<file path="src/rtl/uart_tx_scheduler_if.sv">
// Byte handshake between the packet scheduler and the UART byte transmitter.
// The scheduler side is the master; the transmitter side is the slave.
interface uart_tx_scheduler_if;
  logic [7:0] TX_DATA;
  logic       TX_DATA_READY;
  logic       TX_IDLE;

  modport master (output TX_DATA, output TX_DATA_READY, input TX_IDLE);
  modport slave  (input TX_DATA, input TX_DATA_READY, output TX_IDLE);
endinterface

</file>
<file path="src/rtl/uart_tx_scheduler.sv">
// Two-channel round-robin packet scheduler for a shared UART transmitter.
// Packet framing: SYNC, channel ID, length, payload, then an 8-bit additive checksum.
module uart_tx_scheduler #(
  parameter logic [7:0] SYNC_BYTE = 8'hA5,
  parameter logic [7:0] CH0_ID    = 8'h00,
  parameter logic [7:0] CH1_ID    = 8'h01
) (
  input  logic                        CLK,
  input  logic                        RST,
  input  logic                        REQ0,
  input  logic [7:0]                  LEN0,
  input  logic [7:0]                  DATA0,
  output logic                        RD0,
  output logic                        GNT0,
  output logic                        DONE0,
  input  logic                        REQ1,
  input  logic [7:0]                  LEN1,
  input  logic [7:0]                  DATA1,
  output logic                        RD1,
  output logic                        GNT1,
  output logic                        DONE1,
  uart_tx_scheduler_if.master         tx,
  output logic                        BUSY
);

  localparam logic [2:0] ST_IDLE    = 3'd0;
  localparam logic [2:0] ST_SYNC    = 3'd1;
  localparam logic [2:0] ST_CHID    = 3'd2;
  localparam logic [2:0] ST_LENB    = 3'd3;
  localparam logic [2:0] ST_PAYLOAD = 3'd4;
  localparam logic [2:0] ST_CSUM    = 3'd5;

  logic [2:0] state_q, state_d;
  logic       sel_q, sel_d;     // granted channel
  logic       last_q, last_d;   // last channel served
  logic [7:0] len_q, len_d;     // latched length, then remaining payload count
  logic [7:0] csum_q, csum_d;

  logic       busy;
  logic       accept;
  logic       rd_pulse;
  logic       done_pulse;
  logic [7:0] tx_byte;

  assign busy   = (state_q != ST_IDLE);
  assign accept = busy & tx.TX_IDLE;

  always_comb begin
    unique case (state_q)
      ST_SYNC:    tx_byte = SYNC_BYTE;
      ST_CHID:    tx_byte = sel_q ? CH1_ID : CH0_ID;
      ST_LENB:    tx_byte = len_q;
      ST_PAYLOAD: tx_byte = sel_q ? DATA1 : DATA0;
      ST_CSUM:    tx_byte = csum_q;
      default:    tx_byte = '0;
    endcase
  end

  always_comb begin
    state_d    = state_q;
    sel_d      = sel_q;
    last_d     = last_q;
    len_d      = len_q;
    csum_d     = csum_q;
    rd_pulse   = 1'b0;
    done_pulse = 1'b0;

    // Every accepted byte except SYNC and the checksum itself feeds the sum.
    if (accept && (state_q == ST_CHID || state_q == ST_LENB || state_q == ST_PAYLOAD))
      csum_d = csum_q + tx_byte;

    case (state_q)
      ST_IDLE: begin
        if (REQ0 || REQ1) begin
          sel_d   = (REQ0 && REQ1) ? ~last_q : REQ1;
          len_d   = sel_d ? LEN1 : LEN0;
          csum_d  = '0;
          state_d = ST_SYNC;
        end
      end
      ST_SYNC: if (accept) state_d = ST_CHID;
      ST_CHID: if (accept) state_d = ST_LENB;
      ST_LENB: if (accept) state_d = (len_q != '0) ? ST_PAYLOAD : ST_CSUM;
      ST_PAYLOAD: begin
        if (accept) begin
          rd_pulse = 1'b1;
          len_d    = len_q - 8'd1;
          if (len_q == 8'd1) state_d = ST_CSUM;
        end
      end
      ST_CSUM: begin
        if (accept) begin
          done_pulse = 1'b1;
          last_d     = sel_q;
          state_d    = ST_IDLE;
        end
      end
      default: state_d = ST_IDLE;
    endcase
  end

  always_ff @(posedge CLK) begin
    if (RST) begin
      state_q <= ST_IDLE;
      sel_q   <= 1'b0;
      last_q  <= 1'b1;
      len_q   <= '0;
      csum_q  <= '0;
    end else begin
      state_q <= state_d;
      sel_q   <= sel_d;
      last_q  <= last_d;
      len_q   <= len_d;
      csum_q  <= csum_d;
    end
  end

  // Pulses are suppressed during reset so an abandoned packet reports nothing.
  assign RD0   = rd_pulse   & ~sel_q & ~RST;
  assign RD1   = rd_pulse   &  sel_q & ~RST;
  assign DONE0 = done_pulse & ~sel_q & ~RST;
  assign DONE1 = done_pulse &  sel_q & ~RST;
  assign GNT0  = busy & ~sel_q;
  assign GNT1  = busy &  sel_q;
  assign BUSY  = busy;

  assign tx.TX_DATA       = tx_byte;
  assign tx.TX_DATA_READY = busy;

endmodule
</file>
<file path="src/flat_wrapper.sv">
// flat-port wrapper written by rule: the top's interface ports become plain ports
module uart_tx_scheduler_flat 
#(
  parameter logic [7:0] SYNC_BYTE = 8'hA5,
  parameter logic [7:0] CH0_ID    = 8'h00,
  parameter logic [7:0] CH1_ID    = 8'h01
)
  (CLK, RST, REQ0, LEN0, DATA0, RD0, GNT0, DONE0, REQ1, LEN1, DATA1, RD1, GNT1, DONE1, BUSY, tx_TX_DATA, tx_TX_DATA_READY, tx_TX_IDLE);
  uart_tx_scheduler_if tx_i ();
  input  logic CLK;
  input  logic RST;
  input  logic REQ0;
  input  logic [7:0] LEN0;
  input  logic [7:0] DATA0;
  output logic RD0;
  output logic GNT0;
  output logic DONE0;
  input  logic REQ1;
  input  logic [7:0] LEN1;
  input  logic [7:0] DATA1;
  output logic RD1;
  output logic GNT1;
  output logic DONE1;
  output logic BUSY;
  output wire logic [$bits(tx_i.TX_DATA)-1:0] tx_TX_DATA;
  output wire logic [$bits(tx_i.TX_DATA_READY)-1:0] tx_TX_DATA_READY;
  input wire logic [$bits(tx_i.TX_IDLE)-1:0] tx_TX_IDLE;
  assign tx_TX_DATA = tx_i.TX_DATA;
  assign tx_TX_DATA_READY = tx_i.TX_DATA_READY;
  assign tx_i.TX_IDLE = tx_TX_IDLE;
  uart_tx_scheduler #(.SYNC_BYTE(SYNC_BYTE), .CH0_ID(CH0_ID), .CH1_ID(CH1_ID)) u_core (.CLK(CLK), .RST(RST), .REQ0(REQ0), .LEN0(LEN0), .DATA0(DATA0), .RD0(RD0), .GNT0(GNT0), .DONE0(DONE0), .REQ1(REQ1), .LEN1(LEN1), .DATA1(DATA1), .RD1(RD1), .GNT1(GNT1), .DONE1(DONE1), .tx(tx_i), .BUSY(BUSY));
endmodule
</file>
<file path="config.mk">
export PLATFORM = sky130hd
export DESIGN_NAME = uart_tx_scheduler_flat
export DESIGN_NICKNAME = d
export VERILOG_FILES = /design/src/rtl/uart_tx_scheduler_if.sv /design/src/rtl/uart_tx_scheduler.sv /design/src/flat_wrapper.sv
export SDC_FILE = /design/constraint.sdc
export NUM_CORES = 1
export LEC_CHECK = 0
export ABC_AREA = 1
export CAP_MARGIN = 20
export CELL_PAD_IN_SITES_DETAIL_PLACEMENT = 1
export CELL_PAD_IN_SITES_GLOBAL_PLACEMENT = 2
export CORE_MARGIN = 3
export CORE_UTILIZATION = 24
export CTS_CLUSTER_SIZE = 20
export DETAILED_ROUTE_END_ITERATION = 10
export PLACE_DENSITY = 0.84
export RECOVER_POWER = 50
export SYNTH_ARGS = -nofsm -noshare
export SYNTH_HDL_FRONTEND = slang
export SYNTH_SLANG_ARGS = --single-unit
</file>
<file path="constraint.sdc">
create_clock -name CLK -period 3.1 [get_ports CLK]
set_clock_uncertainty 0.1 [all_clocks]
set_input_delay 0.62 -clock CLK [delete_from_list [all_inputs] [get_ports CLK]]
set_output_delay 0.62 -clock CLK [all_outputs]
set_load 0.02 [all_outputs]
</file>
==> impl_results.md, run 1 <==
- Outcome: finished, final reports clean
- Worst-path fanout max: 2
- Crit path largest cell delay: around 0.68 ns
- CP cell instances: clkdlybuf4s50_1 -> nor2_1 -> nor3_1 -> a21oi_1 -> o21ai_0 -> clkdlybuf4s50_1
- RSZ-0062 raised after global routing: false
- Slew at the pin with the worst max-slew slack: 0.391 ns
- Setup violations, final: 0
- I/O pin count: 53
- CP required: around 2.4 ns
- Leak: approximately 1.1 nW
- FF-to-FF path depth: 13
- Relative slew slack: 73.6%
- Reg clk slew, reported paths: 0.09 ns
- CTS Sinks: 21
- Synth Area in Compound Gates: approximately a quarter
- Synth Area in XOR/XNOR: 2.38%
- Pin count of the biggest net entering global routing: 17
- R2r setup slk: around 0.40 ns
- Area Overhead vs Synth: 36.5%
- Die width: ~94 um
- Post-Synthesis Cell Area: 0.00184 mm^2
- Register area share after synthesis: between 20% and 30%
- Post-synth EDFFs: 0
- Buf/Inv on CP: 2
- Final setup margin: 0.0897 ns
- Gate Count Post-Synth: approximately 300
- CP max-delay cell: clkdlybuf4s50_1
- Routing usage on met1: around a fifth
- Maximum vdd drop: ~0.00020 V
- Fin. Hold Viols: 0
- Die Span Y: ~94 um
- GR peak layer: met2
- Routability cong.: 0.827
- Crit-path most repeated cell: clkdlybuf4s50_1
- Tmin final: 3.01 ns
- Pins Over Slew Limit: 0
- Detailed Route WL: ~6300 um
- Post-Synth Adder-Cell Area: ~7.2%
- Post-place setup slack: 0.102 ns
- Cell family with most CP delay: buffers and inverters
- Num rows: 31
- Multi-input gate area: around 0.0012 mm^2
- Nets: 397
- Critical Path Start: DATA0[3]
- Fmax: 0.332 GHz
- HPWL Detailed: around 5000 um
- WL/cell: 14.1 um
- DIE AREA: between 0.008 and 0.009 mm^2
- First-pass GRT wire length: a little over 10000 um
- Vias in the first global route: approximately 2.1k
- Tot GR Track Use: between 10% and 20%
- Max cap viols: 0
- Reg-to-Reg End: u_core.csum_q[6]
- Pwr/cell area: between 700 and 800 mW/mm^2
- Filler cells: ~940
- Worst setup path end: tx_TX_DATA[3]
- Mean Syn Cell Area: just over 6 um^2
- Startpoint types: primary input
- Met3 Use GR: around 1.9%
- Via-to-Cell Ratio: 4.64
- RR Startpoint: u_core.state_q[2]
- Initial Utilization: 25.1%
- Mux cell area share after synthesis: less than 1%
- Setup total negative slack: 0 ns
- Critical path capture point type: output port
- Number of DRC markers in iteration 0: 63
- Initial antenna violation count: 0
- Crit Path Class: in2out
- CTS tree: yes
- Syn nets: about 340
- Detailed-route via count: a little over 2k
- Worst-Skew Late Latency: ~0.27 ns
- PortBufs: 52
- CTS Hold Bufs: 0
- Arr. time, crit path: ~2.3 ns
- Post-synthesis simple-gate area fraction: 32.4%
- H-tree Lvls: 1
- Clock buffer depth: 2
- Fraction of layout cells with a size suffix above 1: ~7.4%
- Synth Flop Type: dfxtp_1
- Grt met2 use: roughly a quarter
- Worst path depth: 6
- Number of distinct library cells after synthesis: 41
- Detailed Routing Iterations Pass 1: 4
- FFs w/ async S/R, synth: 0%
- GRT overflow: 0
- Min-Delay Path Class: reg2reg
- Number of CTS-inserted buffers: 3
- Core area: around 0.0073 mm^2
- Antenna cell count: 0
- Tcrit/Tclk final: 97.1%
- Antenna-violating nets left: 0
- Storage element area: approximately 420 um^2
- Yosys reg bits: 21
- Main combinational cell family by area after synthesis: simple AND/OR/NAND/NOR gates
- DRC: 0
- Root buf cell: clkbuf_8
- Yosys Warn Count: 0
## cell usage in the layout, fill, tap and decap left out, types with 6 or more instances in the layout
cell and count:
nand3_1 11, buf_4 6, o21ai_1 7, inv_1 35
ha_1 9, nor2_1 46, clkdlybuf4s50_1 46, nand2_1 58
nor3_1 9, o21ai_0 27, dfxtp_1 21, a21oi_1 21
## registers in the layout, summed over array words and instances (netlist names)
signal,cells
u_core.csum_q,8
u_core.last_q,1
u_core.len_q,8
u_core.state_q,3
u_core.sel_q,1
## worst min path at each step
stage               depth (start not counted)             to  slack [ns]           from
floorplan                                   2  u_core.last_q        0.33  u_core.last_q
global placement                            2  u_core.last_q        0.35  u_core.last_q
detailed placement                          2  u_core.last_q        0.37  u_core.last_q
CTS                                         2  u_core.last_q        0.39  u_core.last_q
global route                                2  u_core.last_q        0.44  u_core.last_q
finish                                      2  u_core.last_q        0.39  u_core.last_q
## cell families after synthesis
family,count (synthesis)
fa+ha+maj,10
simple gates,137
compound gates,73
xor+xnor,5
mux,1
flops,21
buf+inv,48
## worst reg2reg max path: stages, from the launching register on
cell and delay [ns]:
dfxtp_1 0.44, nor2_1 0.11, nand2_1 0.22, inv_1 0.12
a21oi_1 0.18, o2111ai_1 0.16, ha_1 0.27, fa_1 0.44
nand4_1 0.13, nand3_1 0.12, nand2_1 0.08, nand2_1 0.05
o21ai_1 0.13, inv_1 0.05
## cell usage after synthesis (4+ instances only)
master	count	area, um^2
a21oi_1	21	105
a31oi_1	4	25.0
dfxtp_1	21	420
ha_1	9	113
inv_1	35	131
inv_2	4	15.0
nand2_1	55	206
nand2_2	6	37.5
nand3_1	11	55.1
nor2_1	46	173
nor3_1	9	45.0
o21ai_0	26	130
o21ai_1	8	40.0
## per-layer routing
metal / part of all wire, % / vias up / wire length, um
met5: 0 / - / 0
met4: 0.63 / 0 / 40
li1: - / 1080 / -
met3: 3.2 / 2 / 202
met2: 46 / 43 / 2920
met1: 50 / 952 / 3150
## power breakdown
| part | switching [W] | total (W) | internal (W) |
|---|---|---|---|
| logic | 0.000752 | 0.00120 | 0.000450 |
| registers | 0.0000909 | 0.000448 | 0.000357 |
| clock network | 0.000103 | 0.000193 | 0.0000899 |
## through the flow
| step | cell area (um^2) | hold slack [ns] | util (%) | std cells | power, W |
|---|---|---|---|---|---|
| after floorplan | 1840 | 0.329 | - | 295 | 0.00127 |
| after detailed placement | 2470 | 0.372 | 33.7 | 444 | 0.00168 |
| after CTS | 2520 | 0.394 | 34.4 | 448 | 0.00189 |
| final | 2510 | 0.389 | 34.2 | 448 | 0.00184 |
| after global placement | 2470 | 0.351 | 33.7 | 444 | 0.00166 |
| after global routing | 2510 | 0.441 | 34.2 | 448 | 0.00204 |
## timing repair
action / CTS / global route
setup buffers: 0 / 0
resized for setup: 0 / 1
endpoints found under the hold margin: 0 / 0
setup endpoints to repair: 0 / 1
## area by class of cell
cell class                      count  share of cell area, %
Timing Repair Buffer               58                   22.6
Clock buffer                        3                   1.65
Tap cell                           99                   4.94
Inverter                           40                   6.08
Sequential cell                    21                   16.7
Clock inverter                      1                  0.199
Multi-Input combinational cell    226                   47.8
Power figures use the tool's default switching activity.
==> run 2: changes to the inputs <==
--- a/config.mk
+++ b/config.mk
@@ -10,10 +10,12 @@
 export CELL_PAD_IN_SITES_DETAIL_PLACEMENT = 1
 export CELL_PAD_IN_SITES_GLOBAL_PLACEMENT = 2
 export CORE_MARGIN = 3
-export CORE_UTILIZATION = 24
+export CORE_UTILIZATION = 25
+export CTS_BUF_LIST = sky130_fd_sc_hd__clkbuf_8
 export CTS_CLUSTER_SIZE = 20
 export DETAILED_ROUTE_END_ITERATION = 10
-export PLACE_DENSITY = 0.84
+export HOLD_SLACK_MARGIN = 0.15
+export PLACE_DENSITY = 0.87
 export RECOVER_POWER = 50
 export SYNTH_ARGS = -nofsm -noshare
 export SYNTH_HDL_FRONTEND = slang
==> run 2 against run 1 <==
Power up 0.18%. Count of clock-buffer cells in the layout unchanged. Highest routed layer unchanged. Non-clock buffer count down 1.
==> impl_results.md, run 2 (synthesis gave the netlist of run 1 again) <==
- Outcome: finished, final reports clean
- Core area: between 0.006 and 0.007 mm^2
- Finished Layout Cells: between 400 and 500
- Critical Path Start: u_core.state_q[1]
- DRC: 0
- Die width: 91.8 um
- Tot GR Track Use: between 10% and 20%
- RSZ-0062 raised after global routing: false
- Fraction of layout cells with a size suffix above 1: under 10%
- Arr. time, crit path: between 2 and 2.5 ns
- Routability cong.: around 0.84
- Post-place setup slack: approximately 0.13 ns
- Storage element area: ~420 um^2
- Setup total negative slack: 0 ns
- Initial Utilization: 26.5%
- Setup violations, final: 0
- Pwr/cell area: between 700 and 800 mW/mm^2
- Detailed-route via count: 2136
- Number of DRC markers in iteration 0: 75
- Min-Delay Path Class: reg2reg
- Initial antenna violation count: 0
- Postcts setup bufs: 0
- Antenna cell count: 0
- Commonest non-fill, non-tap cell in the layout: nand2_1
- Root buf cell: clkbuf_8
- CP required: 2.38 ns
- Antenna-violating nets left: 0
- Crit Path Class: reg2out
- Detailed Route WL: about 6300 um
- H-tree Lvls: 1
- Worst-Skew Late Latency: roughly 0.27 ns
- Worst-path fanout max: 16
- CTS tree: yes
- Maximum vdd drop: 0.000236 V
- Leak: roughly 1.1 nW
- DIE AREA: approximately 0.0084 mm^2
- I/O pin count: 53
- Number of CTS-inserted buffers: 3
- Reg clk slew, reported paths: roughly 0.090 ns
- Nets: approximately 400
- Multi-input gate area: 0.00121 mm^2
- Tmin final: 2.93 ns
- Max cap viols: 0
- Num rows: 30
- Placed Cells: 440
- Tcrit/Tclk final: roughly 95%
- Die Span Y: between 90 and 100 um
- Fin. Hold Viols: 0
- Area Overhead vs Synth: 36.3%
- Most frequent cells in the layout: nand2_1 (57), clkdlybuf4s50_1 (47), nor2_1 (45)
- HPWL Detailed: between 5000 and 6000 um
- Filler cells: 897
- Clock buffer depth: 2
- Startpoint types: register
- Hold Startpoint: u_core.last_q
- Pin count of the biggest net entering global routing: 17
- Pins Over Slew Limit: 0
- Via-to-Cell Ratio: 4.81
- Relative slew slack: 72.0%
- RR Startpoint: u_core.state_q[1]
- Vias in the first global route: approximately 2.1k
- Detailed Routing Iterations Pass 1: 4
- Final setup margin: about 0.17 ns
- GRT overflow: 0
- First-pass GRT wire length: ~10000 um
- PortBufs: 52
- Largest registers: u_core.csum_q x8, u_core.len_q x8, u_core.state_q x3
- Slew at the pin with the worst max-slew slack: 0.419 ns
- CTS Sinks: 21
- WL/cell: between 10 and 15 um
- Fmax: roughly 0.34 GHz
- Critical path capture point type: output port
==> run 2: per-stage QoR <==
| step | instance area (um^2) | hold slack, ns | total power (W) | utilization [%] |
|---|---|---|---|---|
| 2_1_floorplan | 1840 | 0.329 | 0.00127 | - |
| 3_3_place_gp | 2460 | 0.349 | 0.00165 | 35.5 |
| 3_5_place_dp | 2460 | 0.359 | 0.00168 | 35.5 |
| 4_1_cts | 2510 | 0.382 | 0.00189 | 36.1 |
| 5_1_grt | 2510 | 0.436 | 0.00204 | 36.1 |
| 6_report | 2510 | 0.374 | 0.00185 | 36.1 |
==> run 2: path summary, 6_finish.rpt <==
| check | cells after the start | end | slack (ns) |
|---|---|---|---|
| hold / removal | 2 | u_core.last_q | 0.37 |
| setup reg to reg | 15 | u_core.csum_q[7] | 0.44 |
| setup / recovery | 5 | tx_TX_DATA[6] | 0.17 |
| hold reg to reg | 2 | u_core.last_q | 0.37 |
==> run 2: power by group <==
| part | internal (W) | leakage (nW) | switching [W] |
|---|---|---|---|
| clock | 0.0000900 | 0.0255 | 0.000106 |
| combinational | 0.000447 | 0.920 | 0.000756 |
| sequential | 0.000357 | 0.172 | 0.0000917 |
| total | 0.000894 | 1.12 | 0.000953 |
==> run 2: area by class of cell <==
| type | count | share of cell area, % |
|---|---|---|
| multi-input combinational | 226 | 48.2 |
| inverter | 40 | 6.09 |
| sequential | 21 | 16.8 |
| timing repair buffer | 57 | 22.3 |
| tap | 96 | 4.79 |
| clock buffer | 3 | 1.65 |
| clock inverter | 1 | 0.200 |
==> run 2: worst max-delay path, cell delays in order, from the launching register on <==
cell and delay (ns):
dfxtp_1 0.39, nor2_2 0.16, nand2_2 0.27, o311ai_1 0.35
buf_4 0.17, clkdlybuf4s50_1 0.60
==> run 2: metal layers <==
layer  wire length (um)  up-vias  global-route usage (%)
met5                  0        -                       0
met4                 59        0                    2.97
met3                206        6                    2.30
met2               3070       34                    26.1
met1               2990     1014                    20.1
li1                   -     1082                       -
==> run 2: timing repair <==
item,CTS,global route
gates resized for setup,0,4
setup endpoints to repair,0,2
hold buffers,0,0
==> run 3: changes to the inputs <==
--- a/config.mk
+++ b/config.mk
@@ -17,6 +17,7 @@
 export HOLD_SLACK_MARGIN = 0.15
 export PLACE_DENSITY = 0.87
 export RECOVER_POWER = 50
+export SKIP_LAST_GASP = 1
 export SYNTH_ARGS = -nofsm -noshare
 export SYNTH_HDL_FRONTEND = slang
 export SYNTH_SLANG_ARGS = --single-unit
==> run 3 against run 2 <==
Die area did not move. Count of clock-buffer cells in the layout did not move. Sequential cell count did not move. Sequential share of layout area barely moved. Routed wire length fell by 0.30%. Critical path depth did not move. Largest power group unchanged. Critical path type unchanged.
==> impl_results.md, run 3 (synthesis gave the netlist of run 1 again) <==
- Final design utilization: a little over a third
- Min-Delay Path Class: reg2reg
- Detailed Route WL: 6310 um
- Reg clk slew, reported paths: ~0.090 ns
- Initial Utilization: between 20% and 30%
- Placed Cells: 440
- Fmax: ~0.34 GHz
- R2r setup slk: ~0.44 ns
- Worst setup path end: tx_TX_DATA[6]
- RSZ-0062 raised after global routing: true
- Finished Layout Cells: 444
- Number of CTS-inserted buffers: 3
- Relative slew slack: ~73%
- CTS Hold Bufs: 0
- Setup violations, final: 0
- Routability cong.: approximately 0.84
- Num rows: 30
- H-tree Lvls: 1
- Arr. time, crit path: about 2.2 ns
- Antenna cell count: 0
- Crit path largest cell delay: 0.60 ns
- RR Startpoint: u_core.state_q[1]
- CP cell instances: nor2_2 -> nand2_2 -> o311ai_1 -> buf_4 -> clkdlybuf4s50_1
- Leak: ~1.1 nW
- Tot GR Track Use: roughly 15%
- Core area: between 0.006 and 0.007 mm^2
- PortBufs: 52
- Postcts setup bufs: 0
- Worst-path fanout max: 16
- CTS tree: yes
- Critical path capture point type: output port
- Tmin final: 2.93 ns
- CP required: 2.38 ns
- Post-place setup slack: between 0.1 and 0.15 ns
- DRC: 0
- Detailed-route via count: around 2.1k
- Pin count of the biggest net entering global routing: 17
- HPWL Detailed: between 5000 and 6000 um
- Max cap viols: 0
- Most frequent cells in the layout: nand2_1 (57), clkdlybuf4s50_1 (47), nor2_1 (45)
- Largest registers: u_core.csum_q x8, u_core.len_q x8, u_core.state_q x3
- CP max-delay cell: clkdlybuf4s50_1
- I/O pin count: 53
- Root buf cell: clkbuf_8
- Fin. Hold Viols: 0
- Startpoint types: register
- Maximum vdd drop: between 0.0002 and 0.00025 V
- Tcrit/Tclk final: 94.4%
- Vias in the first global route: about 2.1k
- Initial antenna violation count: 0
- FF-to-FF path depth: 15
- Slew at the pin with the worst max-slew slack: 0.409 ns
- Pins Over Slew Limit: 0
- CTS Sinks: 21
- GRT overflow: 0
- First-pass GRT wire length: roughly 10000 um
- Worst-Skew Late Latency: around 0.27 ns
- DIE AREA: between 0.008 and 0.009 mm^2
- Final setup margin: 0.175 ns
- Antenna-violating nets left: 0
- Critical Path Start: u_core.state_q[1]
- Nets: ~400
- Crit Path Class: reg2out
- Pwr/cell area: roughly 740 mW/mm^2
- Outcome: finished, final reports clean
- WL/cell: between 10 and 15 um
- Via-to-Cell Ratio: 4.80
- Fraction of layout cells with a size suffix above 1: around 7.8%
- Area Overhead vs Synth: 36.0%
- Die Span Y: 91.8 um
- Reg-to-Reg End: u_core.csum_q[7]
- Detailed Routing Iterations Pass 1: 4
- Number of DRC markers in iteration 0: 58
- Clock buffer depth: 2
- Die width: approximately 92 um
- Commonest non-fill, non-tap cell in the layout: nand2_1
## run 3: cell counts in the layout (fill, tap and decap cells not counted)
No cell type changed its count.
## run 3: critical path: cells and delay by family, from the launching register on
family                 cells  cell delay, ns
AOI/OAI and AO/OA          1            0.35
buffers and inverters      2            0.77
DFF                        1            0.39
and+or+nand+nor            2            0.42
## run 3: layout make-up
class | instances | area [um^2]
multi-input combinational | 226 | 1200
tap | 96 | 120
clock inverter | 1 | 5.00
timing repair buffer | 57 | 558
clock buffer | 3 | 41.3
sequential | 21 | 420
inverter | 40 | 153
fill | 899 | 4440
## run 3: power breakdown
| part | leakage [nW] | switching, W | internal [W] | total (W) |
|---|---|---|---|---|
| Clock | 0.0255 | 0.000106 | 0.0000900 | 0.000196 |
| Sequential | 0.172 | 0.0000915 | 0.000357 | 0.000449 |
| Combinational | 0.917 | 0.000754 | 0.000446 | 0.00120 |
## run 3: stage by stage
stage          hold WS (ns)  setup TNS, ns  instance area, um^2  total power [W]
2_1_floorplan         0.329              0                 1840          0.00127
3_3_place_gp          0.349              0                 2460          0.00165
3_5_place_dp          0.359              0                 2460          0.00168
4_1_cts               0.382              0                 2510          0.00189
5_1_grt               0.436       -0.00184                 2500          0.00204
6_report              0.374              0                 2500          0.00184
## run 3: worst min-delay path by stage
stage | cells past startpoint | to | slack (ns) | startpoint
finish | 2 | u_core.last_q | 0.37 | u_core.last_q
global route | 2 | u_core.csum_q[7] | 0.44 | u_core.csum_q[7]
CTS | 2 | u_core.last_q | 0.38 | u_core.last_q
detailed placement | 2 | u_core.last_q | 0.36 | u_core.last_q
global placement | 2 | u_core.last_q | 0.35 | u_core.last_q
floorplan | 2 | u_core.last_q | 0.33 | u_core.last_q
## run 3: what timing repair did
item                       4_1_cts  5_1_grt
setup endpoints to repair        0        2
hold endpoints to repair         0        0
gates resized for setup          0        3
## run 3: routing by layer
metal	wire, um	vias to the layer above	part of all wire, %	global-route usage, %
li1	-	1081	-	-
met1	2970	1008	47	20.1
met2	3060	36	49	26.1
met3	218	6	3.5	2.30
met4	59	0	0.94	2.97
met5	0	-	0	0
